===== src/rtl/mul_div_unit.sv =====
// ---------------------------------------------------------------------------
// mul_div_unit
//   Iterative 32-bit multiply / divide unit with HI/LO result registers.
//   One operation takes 33 RUN cycles: the first cycle converts the latched
//   operands to magnitudes and seeds the accumulator. Each of the next 32
//   cycles does one shift-add (multiply) or restoring shift-subtract (divide)
//   step. The last step also loads the sign-corrected result into hi/lo.
//
// Ports
//   clk          clock, rising edge
//   rst          asynchronous active-high reset
//   start        request a new operation (accepted in IDLE or DONE)
//   op[1:0]      00 MULTU, 01 MULT, 10 DIVU, 11 DIV
//   a, b         32-bit operands
//   we_hi/we_lo  direct write of hi/lo with wdata (ignored while busy)
//   wdata        data for the direct writes
//   busy         high while an operation runs
//   done         one-cycle completion pulse
//   div_by_zero  last divide had b==0 (only meaningful while done)
//   hi, lo       result registers
// ---------------------------------------------------------------------------
module mul_div_unit (
  input  logic        clk,
  input  logic        rst,
  input  logic        start,
  input  logic [1:0]  op,
  input  logic [31:0] a,
  input  logic [31:0] b,
  input  logic        we_hi,
  input  logic        we_lo,
  input  logic [31:0] wdata,
  output logic        busy,
  output logic        done,
  output logic        div_by_zero,
  output logic [31:0] hi,
  output logic [31:0] lo
);

  typedef enum logic [1:0] {S_IDLE, S_RUN, S_DONE} state_t;

  state_t      state_reg, state_next;
  logic [5:0]  count_reg;
  logic [1:0]  op_reg;
  logic [31:0] a_reg, b_reg;
  logic [31:0] m_reg;        // multiplicand magnitude or divisor magnitude
  logic [63:0] acc_reg;      // product shifter, or {remainder, quotient}
  logic [63:0] acc_next;
  logic        dbz_reg;
  logic [31:0] hi_reg, lo_reg;

  logic        is_div, is_signed, accept, last_iter, b_zero;
  logic        a_neg, b_neg;
  logic [31:0] a_mag, b_mag;
  logic [32:0] mul_sum;
  logic [32:0] div_cand;
  logic [31:0] div_sub;
  logic        div_ge;
  logic [63:0] prod_s;
  logic [31:0] quo_s, rem_s;
  logic [31:0] res_hi, res_lo;

  assign is_div    = op_reg[1];
  assign is_signed = op_reg[0];
  assign b_zero    = (b_reg == 32'd0);
  assign accept    = start && (state_reg != S_RUN);
  // count 0 is the setup cycle; counts 1..32 are the 32 iterations
  assign last_iter = (state_reg == S_RUN) && (count_reg == 6'd32);

  // Operand magnitudes, derived from the latched operands.
  always_comb begin
    a_neg = is_signed & a_reg[31];
    b_neg = is_signed & b_reg[31];
    a_mag = a_neg ? -a_reg : a_reg;
    b_mag = b_neg ? -b_reg : b_reg;
  end

  // One iteration step.
  always_comb begin
    // multiply: add multiplicand to upper half if LSB of multiplier set, shift right
    mul_sum  = {1'b0, acc_reg[63:32]} + (acc_reg[0] ? {1'b0, m_reg} : 33'd0);
    // divide: remainder shifted left with next dividend bit; subtract if it fits
    div_cand = acc_reg[63:31];
    div_ge   = (div_cand >= {1'b0, m_reg});
    div_sub  = div_cand[31:0] - m_reg;   // exact when div_ge, result < divisor
    if (is_div) begin
      if (div_ge) acc_next = {div_sub, acc_reg[30:0], 1'b1};
      else        acc_next = {div_cand[31:0], acc_reg[30:0], 1'b0};
    end else begin
      acc_next = {mul_sum, acc_reg[31:1]};
    end
  end

  // Sign correction of the final accumulator value.
  always_comb begin
    prod_s = (a_neg ^ b_neg) ? -acc_next : acc_next;
    quo_s  = (a_neg ^ b_neg) ? -acc_next[31:0] : acc_next[31:0];
    rem_s  = a_neg ? -acc_next[63:32] : acc_next[63:32];
    if (!is_div) begin
      res_hi = prod_s[63:32];
      res_lo = prod_s[31:0];
    end else if (b_zero) begin
      res_hi = a_reg;
      res_lo = 32'hFFFF_FFFF;
    end else begin
      res_hi = rem_s;
      res_lo = quo_s;
    end
  end

  // FSM: state register
  always_ff @(posedge clk or posedge rst) begin
    if (rst) state_reg <= S_IDLE;
    else     state_reg <= state_next;
  end

  // FSM: next-state logic
  always_comb begin
    state_next = state_reg;
    case (state_reg)
      S_IDLE:  if (start) state_next = S_RUN;
      S_RUN:   if (count_reg == 6'd32) state_next = S_DONE;
      S_DONE:  state_next = start ? S_RUN : S_IDLE;
      default: state_next = S_IDLE;
    endcase
  end

  // FSM: outputs
  always_comb begin
    busy        = 1'b0;
    done        = 1'b0;
    div_by_zero = 1'b0;
    case (state_reg)
      S_RUN:  busy = 1'b1;
      S_DONE: begin
        done        = 1'b1;
        div_by_zero = dbz_reg;
      end
      default: ;
    endcase
  end

  // Datapath
  always_ff @(posedge clk or posedge rst) begin
    if (rst) begin
      count_reg <= 6'd0;
      op_reg    <= 2'd0;
      a_reg     <= 32'd0;
      b_reg     <= 32'd0;
      m_reg     <= 32'd0;
      acc_reg   <= 64'd0;
      dbz_reg   <= 1'b0;
      hi_reg    <= 32'd0;
      lo_reg    <= 32'd0;
    end else begin
      if (accept) begin
        a_reg     <= a;
        b_reg     <= b;
        op_reg    <= op;
        count_reg <= 6'd0;
      end else if (state_reg == S_RUN) begin
        count_reg <= count_reg + 6'd1;
        if (count_reg == 6'd0) begin
          m_reg   <= is_div ? b_mag : a_mag;
          acc_reg <= {32'd0, (is_div ? a_mag : b_mag)};
        end else begin
          acc_reg <= acc_next;
        end
      end

      if (last_iter) begin
        hi_reg  <= res_hi;
        lo_reg  <= res_lo;
        dbz_reg <= is_div && b_zero;
      end else if (state_reg != S_RUN) begin
        if (we_hi) hi_reg <= wdata;
        if (we_lo) lo_reg <= wdata;
      end
    end
  end

  assign hi = hi_reg;
  assign lo = lo_reg;

endmodule


===== config.mk =====
export PLATFORM = sky130hd
export DESIGN_NAME = mul_div_unit
export DESIGN_NICKNAME = d
export VERILOG_FILES = /design/src/rtl/mul_div_unit.sv
export SDC_FILE = /design/constraint.sdc
export NUM_CORES = 1
export LEC_CHECK = 0
export CAP_MARGIN = 15
export CELL_PAD_IN_SITES_DETAIL_PLACEMENT = 1
export CELL_PAD_IN_SITES_GLOBAL_PLACEMENT = 2
export CORE_MARGIN = 2
export CORE_UTILIZATION = 39
export DETAILED_ROUTE_END_ITERATION = 12
export PLACE_DENSITY_LB_ADDON = 0.1
export SLEW_MARGIN = 20
export SYNTH_ARGS = -nofsm -noshare
export SYNTH_HDL_FRONTEND = slang
export SYNTH_SLANG_ARGS = --single-unit

===== constraint.sdc =====
create_clock -name clk -period 19.2 [get_ports clk]
set_input_delay 3.84 -clock clk [delete_from_list [all_inputs] [get_ports clk]]
set_output_delay 3.84 -clock clk [all_outputs]
set_load 0.01 [all_outputs]

==> reports/qor.yml, run 1 <==
cts.sinks: 235
syn_area_sq_mm: 0.0203
synthArstFlopShare: 1.00
grt_util_all_layers: 0.352
ys_warn_count: 0
grt_setup_unrepaired: "no"
path_clk_slew_ps: 60
wire_per_inst_um: 28.5
die_x_um: 232
synth_edf_count: 0
vias: 21000
grt-ovfl-total: 0
status: "finished clean"
synth_cell_types: 105
cap_viol_max_count: 0
placeableCoreArea_sq_mm: 0.0514
drc: 0
wirelength_mm: 95.0
crit_family: "simple AND/OR/NAND/NOR gates"
ys_seq_area_frac: 0.290
post_cts_buffers: 0
fin_worst_skew_ps: 13.0
ios: 170
ys_seq_elements: 235
largest_reg_flops: 64
slew-limit-headroom: 0.296
setup-violations-final: 0
synthCells: 2554
drt-vias-per-instance: 6.31
grt_max_degree: 118
cts_resized: 0
crit_chain: "ha_1 -> and4_1 -> nand3_1 -> a2111oi_4 -> o21ba_2 -> nor2_2 -> buf_4 -> a311oi_4 -> ha_1 -> inv_1 -> or3_1 -> o311ai_1 -> nand4b_1 -> buf_4 -> nor4_4 -> nand4_2 -> or3b_1 -> o311a_1 -> o21ai_1"
fp.dieArea_sq_mm: 0.0539
critPathKind: "register to register"
start_util: 0.395
max_stage_delay_ps: 650
num-nets-final: 2809
final.setup.tns_ps: 0
final_util: 0.459
synth_nets: 2729
n_fill_cell: 6138
num_rows: 83
htreeDepth: 1
synth_ff_type: "dfrtp_1"
ant_nets: 0
worstMarginPinSlew_ps: 1060
max-clock-path-buffers: 3
firstDrtPassIters: 8
max_freq_mhz: 147
root_buffer: "clkbuf_16"
hp-class: "register to register"
gp_routability_congestion: 1.02
slowest_stage: "nor4_4"
postCtsHoldBufs: 0
endpoint_kind: "register"
syn_to_final_growth_pct: 16.2
worst_ep_arrival_time_ps: 7310
crit_path_start_kind: "register"
syn_avg_cell_area_sq_um: 7.95
numCtsBuffers: 29
period_share: 0.354
grt_pass1_wl_mm: 142
die_h_um: 232
drtIter0Drc: 1905
period_needed_ps: 6800
drive_gt1_frac: 0.0930
antenna_found_initial: 9
crit_required_ps: 19710
tritoncts: "built"
grt_pass1_vias: 21400
io_buffers: 169
hold_viol: 0
worstSkewPairLatency_ps: 610
drv_slew: 0
crit_buf_inv: 3
dp.final_hpwl_mm: 73.7
crit_fanout: 17
whs_ps: 480
[layout make-up]
cell class / count / area (sq um) / area share
Clock inverter: 10 / 154 / 0.00653
Clock buffer: 42 / 845 / 0.0358
Multi-Input combinational cell: 2076 / 13500 / 0.572
Tap cell: 680 / 851 / 0.0361
Sequential cell: 235 / 5880 / 0.250
Antenna cell: 2 / 5.00 / 0.000212
Inverter: 77 / 297 / 0.0126
Timing Repair Buffer: 215 / 2050 / 0.0871
[synthesized netlist by cell type, types with 70 or more instances]
cell type / instances / area share
o21ai_0: 212 / 0.052
clkbuf_1: 115 / 0.021
a21oi_1: 226 / 0.056
nand2_1: 285 / 0.053
ha_1: 70 / 0.043
xnor2_1: 98 / 0.042
inv_1: 76 / 0.014
mux2i_1: 75 / 0.037
mux2_2: 89 / 0.049
dfrtp_1: 235 / 0.29
nor2_1: 264 / 0.049
nor3_1: 86 / 0.021
[metal layers]
metal	vias up	global-route usage	part of all wire	wire, um
met2	751	0.563	0.46	43300
li1	9457	-	-	-
met4	14	0.130	0.043	4080
met3	182	0.0589	0.068	6460
met5	-	0	0.00097	92
met1	10600	0.475	0.43	41100
[cell families after synthesis]
logic type,synth area share
adders and majority gates,0.0451
and+or+nand+nor,0.208
xor gates and xnor gates,0.0721
buffers and inverters,0.0475
AOI/OAI and AO/OA,0.250
DFF,0.290
muxes,0.0869
[tightest hold or removal path, cell delays in order, from the launching register on]
cell	delay (ps)
dfrtp_1	340
nand2_1	40
o21ai_0	60
[stage by stage]
step / cells / instance area [sq um] / worst slack [ps]
2_1_floorplan: 2554 / 20300 / 8910
3_3_place_gp: 3283 / 22600 / 12470
3_5_place_dp: 3283 / 22600 / 12510
4_1_cts: 3335 / 23600 / 12470
5_1_grt: 3335 / 23600 / 12030
6_report: 3337 / 23600 / 12400
[final timing paths]
| kind | depth (start not counted) | start | slack [ps] | to |
|---|---|---|---|---|
| worst max-delay path | 19 | acc_reg[45] | 12400 | hi[30] |
| worst min-delay path | 2 | m_reg[28] | 480 | m_reg[28] |
| worst max register to register | 19 | acc_reg[45] | 12400 | hi[30] |
| worst min register to register | 2 | m_reg[28] | 480 | m_reg[28] |
| max in group asynchronous | 3 | rst | 13980 | hi[27] |
| min in group asynchronous | 2 | rst | 3720 | count_reg[0] |
[cells in the final DEF (no fill, tap or decap), drive strengths merged, types with 22 or more instances in the layout]
cell           count
ha                70
nand2            286
a211oi            26
mux2i             75
or3               25
nand3             44
a21o              26
and2              25
nand4             23
o31ai             22
and3              26
buf               46
clkbuf            42
mux2              90
nor3              86
dfrtp            235
inv               78
xor2              69
nor4              26
o211ai            39
clkdlybuf4s50    169
xnor2             98
a31oi             32
a21oi            228
nor2             265
o21ai            223
Power of run 1 is left out: the tool's default activity adds up to more than one toggle a clock period on the data nets, which glitch-free logic cannot reach.
==> run 2, diff against run 1 <==
- CORE_UTILIZATION: 39 -> 36
- clock period: 19.2 -> 6.69 ns (I/O delays scaled with it)
==> run 2 against run 1 <==
Effect of this change: clock skew is 7.9 ps higher; fmax is 9.9% higher; critical path depth is 2 higher; cell count is 3.3% higher; non-clock buffer count is 25 higher; flip-flop and latch count stayed put; register-to-register slack worse by 12000 ps; die area is 8.2% higher; first-iteration DRC count is 16% lower; setup slack worse by 12000 ps; count of clock-buffer cells in the layout is 1 higher.
==> reports/qor.yml, run 2 (synthesized netlist as in run 1, its figures left out) <==
crit_fanout: 13  # was 17
slew-limit-headroom: 0.187  # was 0.296
num_rows: 87  # was 83
fin_worst_skew_ps: 20.9  # was 13.0 ps
place_inst: 3384  # was 3,283
grt_pass1_wl_mm: 143  # was 142 mm
grt-ovfl-total: 0  # unchanged
gp_routability_congestion: 0.950  # was 1.02
numCtsBuffers: 31  # was 29
wire_per_inst_um: 27.9  # was 28.5 um
largest_reg_flops: 64  # unchanged
drc: 0  # unchanged
most-common-layout-cells: "nand2_1 (283), nor2_1 (264), dfrtp_1 (234), a21oi_1 (226), o21ai_0 (212)"  # was nand2_1 (282), nor2_1 (264), dfrtp_1 (234), a21oi_1 (226), o21ai_0 (212)
drtIter0Drc: 1604  # was 1,905
endpoint_kind: "register"  # unchanged
root_buffer: "clkbuf_16"  # unchanged
io_buffers: 169  # unchanged
placeableCoreArea_sq_mm: 0.0561  # was 0.0514 sq mm
cap_viol_max_count: 0  # unchanged
grt_pass1_vias: 21100  # was 21,400
die_x_um: 241  # was 232 um
setup-violations-final: 0  # unchanged
cts_resized: 0  # unchanged
use_met1: 0.455  # was 0.475
start_util: 0.362  # was 0.395
path_clk_slew_ps: 70  # was 60 ps
whs_ps: 479  # was 480 ps
grt_use_met3: 0.0529  # was 0.0589
tritoncts: "built"  # unchanged
fp.dieArea_sq_mm: 0.0583  # was 0.0539 sq mm
firstDrtPassIters: 7  # was 8
postCtsHoldBufs: 0  # unchanged
period_share: 0.924  # was 0.354
cts.sinks: 235  # unchanged
grt_util_all_layers: 0.329  # was 0.352
worstSkewPairLatency_ps: 620  # was 610 ps
r2r_setup_slack_ps: 510  # was 12,400 ps
wirelength_mm: 96.1  # was 95.0 mm
grt_max_degree: 141  # was 118
max-clock-path-buffers: 3  # unchanged
critPathKind: "register to register"  # unchanged
antenna_found_initial: 9  # unchanged
grt_setup_unrepaired: "no"  # unchanged
syn_to_final_growth_pct: 18.1  # was 16.2%
crit_required_ps: 7240  # was 19,710 ps
worst_ep_arrival_time_ps: 6740  # was 7310 ps
htreeDepth: 1  # unchanged
drive_gt1_frac: 0.102  # was 0.0930
final_common_cell: "nand2_1"  # unchanged
final.setup.tns_ps: 0  # unchanged
reg2reg_depth: 21  # was 19
ios: 170  # unchanged
max_freq_mhz: 162  # was 147 MHz
grt_use_met2: 0.523  # was 0.563
hold_viol: 0  # unchanged
layout.cells.non_filler: 3447  # was 3,337
hp-class: "register to register"  # unchanged
dp.final_hpwl_mm: 76.1  # was 73.7 mm
worstMarginPinSlew_ps: 1220  # was 1060 ps
status: "finished clean"  # unchanged
period_needed_ps: 6180  # was 6800 ps
drv_slew: 0  # unchanged
drt-vias-per-instance: 6.07  # was 6.31
grt_busiest_layer: "met2"  # unchanged
post_cts_buffers: 0  # unchanged
num-nets-final: 2836  # was 2,809
die_h_um: 241  # was 232 um
crit_path_start_kind: "register"  # unchanged
ant_nets: 0  # unchanged
vias: 20900  # was 21,000
hold_depth: 2  # unchanged
-- run 2: cell types whose count changed in the layout (fill, tap and decap cells not counted), sizes merged --
cell,delta
diode,+4
clkinvlp,+6
buf,+25
clkbuf,+1
clkinv,-3
bufinv,+1
-- run 2: cell type report --
type	count	area, sq um
diodes	6	15.0
clock buffers	43	881
clock inverters	14	226
fillers	6727	32100
inverters	77	293
multi-input cells	2076	13500
flip-flops and latches	235	5880
well taps	756	946
repair buffers	240	2240
-- run 2: path summary, 6_finish.rpt --
kind                            from   endpoint
setup / recovery           m_reg[17]     hi[16]
hold / removal             m_reg[16]  m_reg[16]
setup reg to reg           m_reg[17]     hi[16]
hold reg to reg            m_reg[16]  m_reg[16]
max in group asynchronous        rst     lo[25]
min in group asynchronous        rst   b_reg[2]
-- run 2: per-layer routing --
layer  routed length, um  vias to the layer above
met3                6360                      144
met5                  40                        -
li1                    -                     9521
met1               42500                    10600
met4                3600                        6
met2               43600                      636
-- run 2: per-stage QoR --
step	setup WS, ps	utilization	cell area (sq um)
after detailed placement	698	0.408	22800
after CTS	663	0.427	24000
after global routing	238	0.427	24000
after floorplan	1840	-	20300
final	506	0.428	24000
after global placement	631	0.407	22800
-- run 2: worst max-delay path, stage by stage, from the launching register on --
cell,delay [ps]
dfrtp_1,440
inv_1,110
ha_1,450
nand4_2,250
nor4_1,530
a22oi_1,200
o221a_2,440
buf_4,250
a21oi_1,180
a311o_1,330
ha_1,310
nand2_1,90
or4_1,410
o311ai_1,100
nand4b_1,130
buf_4,240
nor4_4,390
buf_4,240
a21oi_1,90
xnor2_1,150
a221oi_1,610
a211o_1,170
Power of run 2 is left out for the same reason.
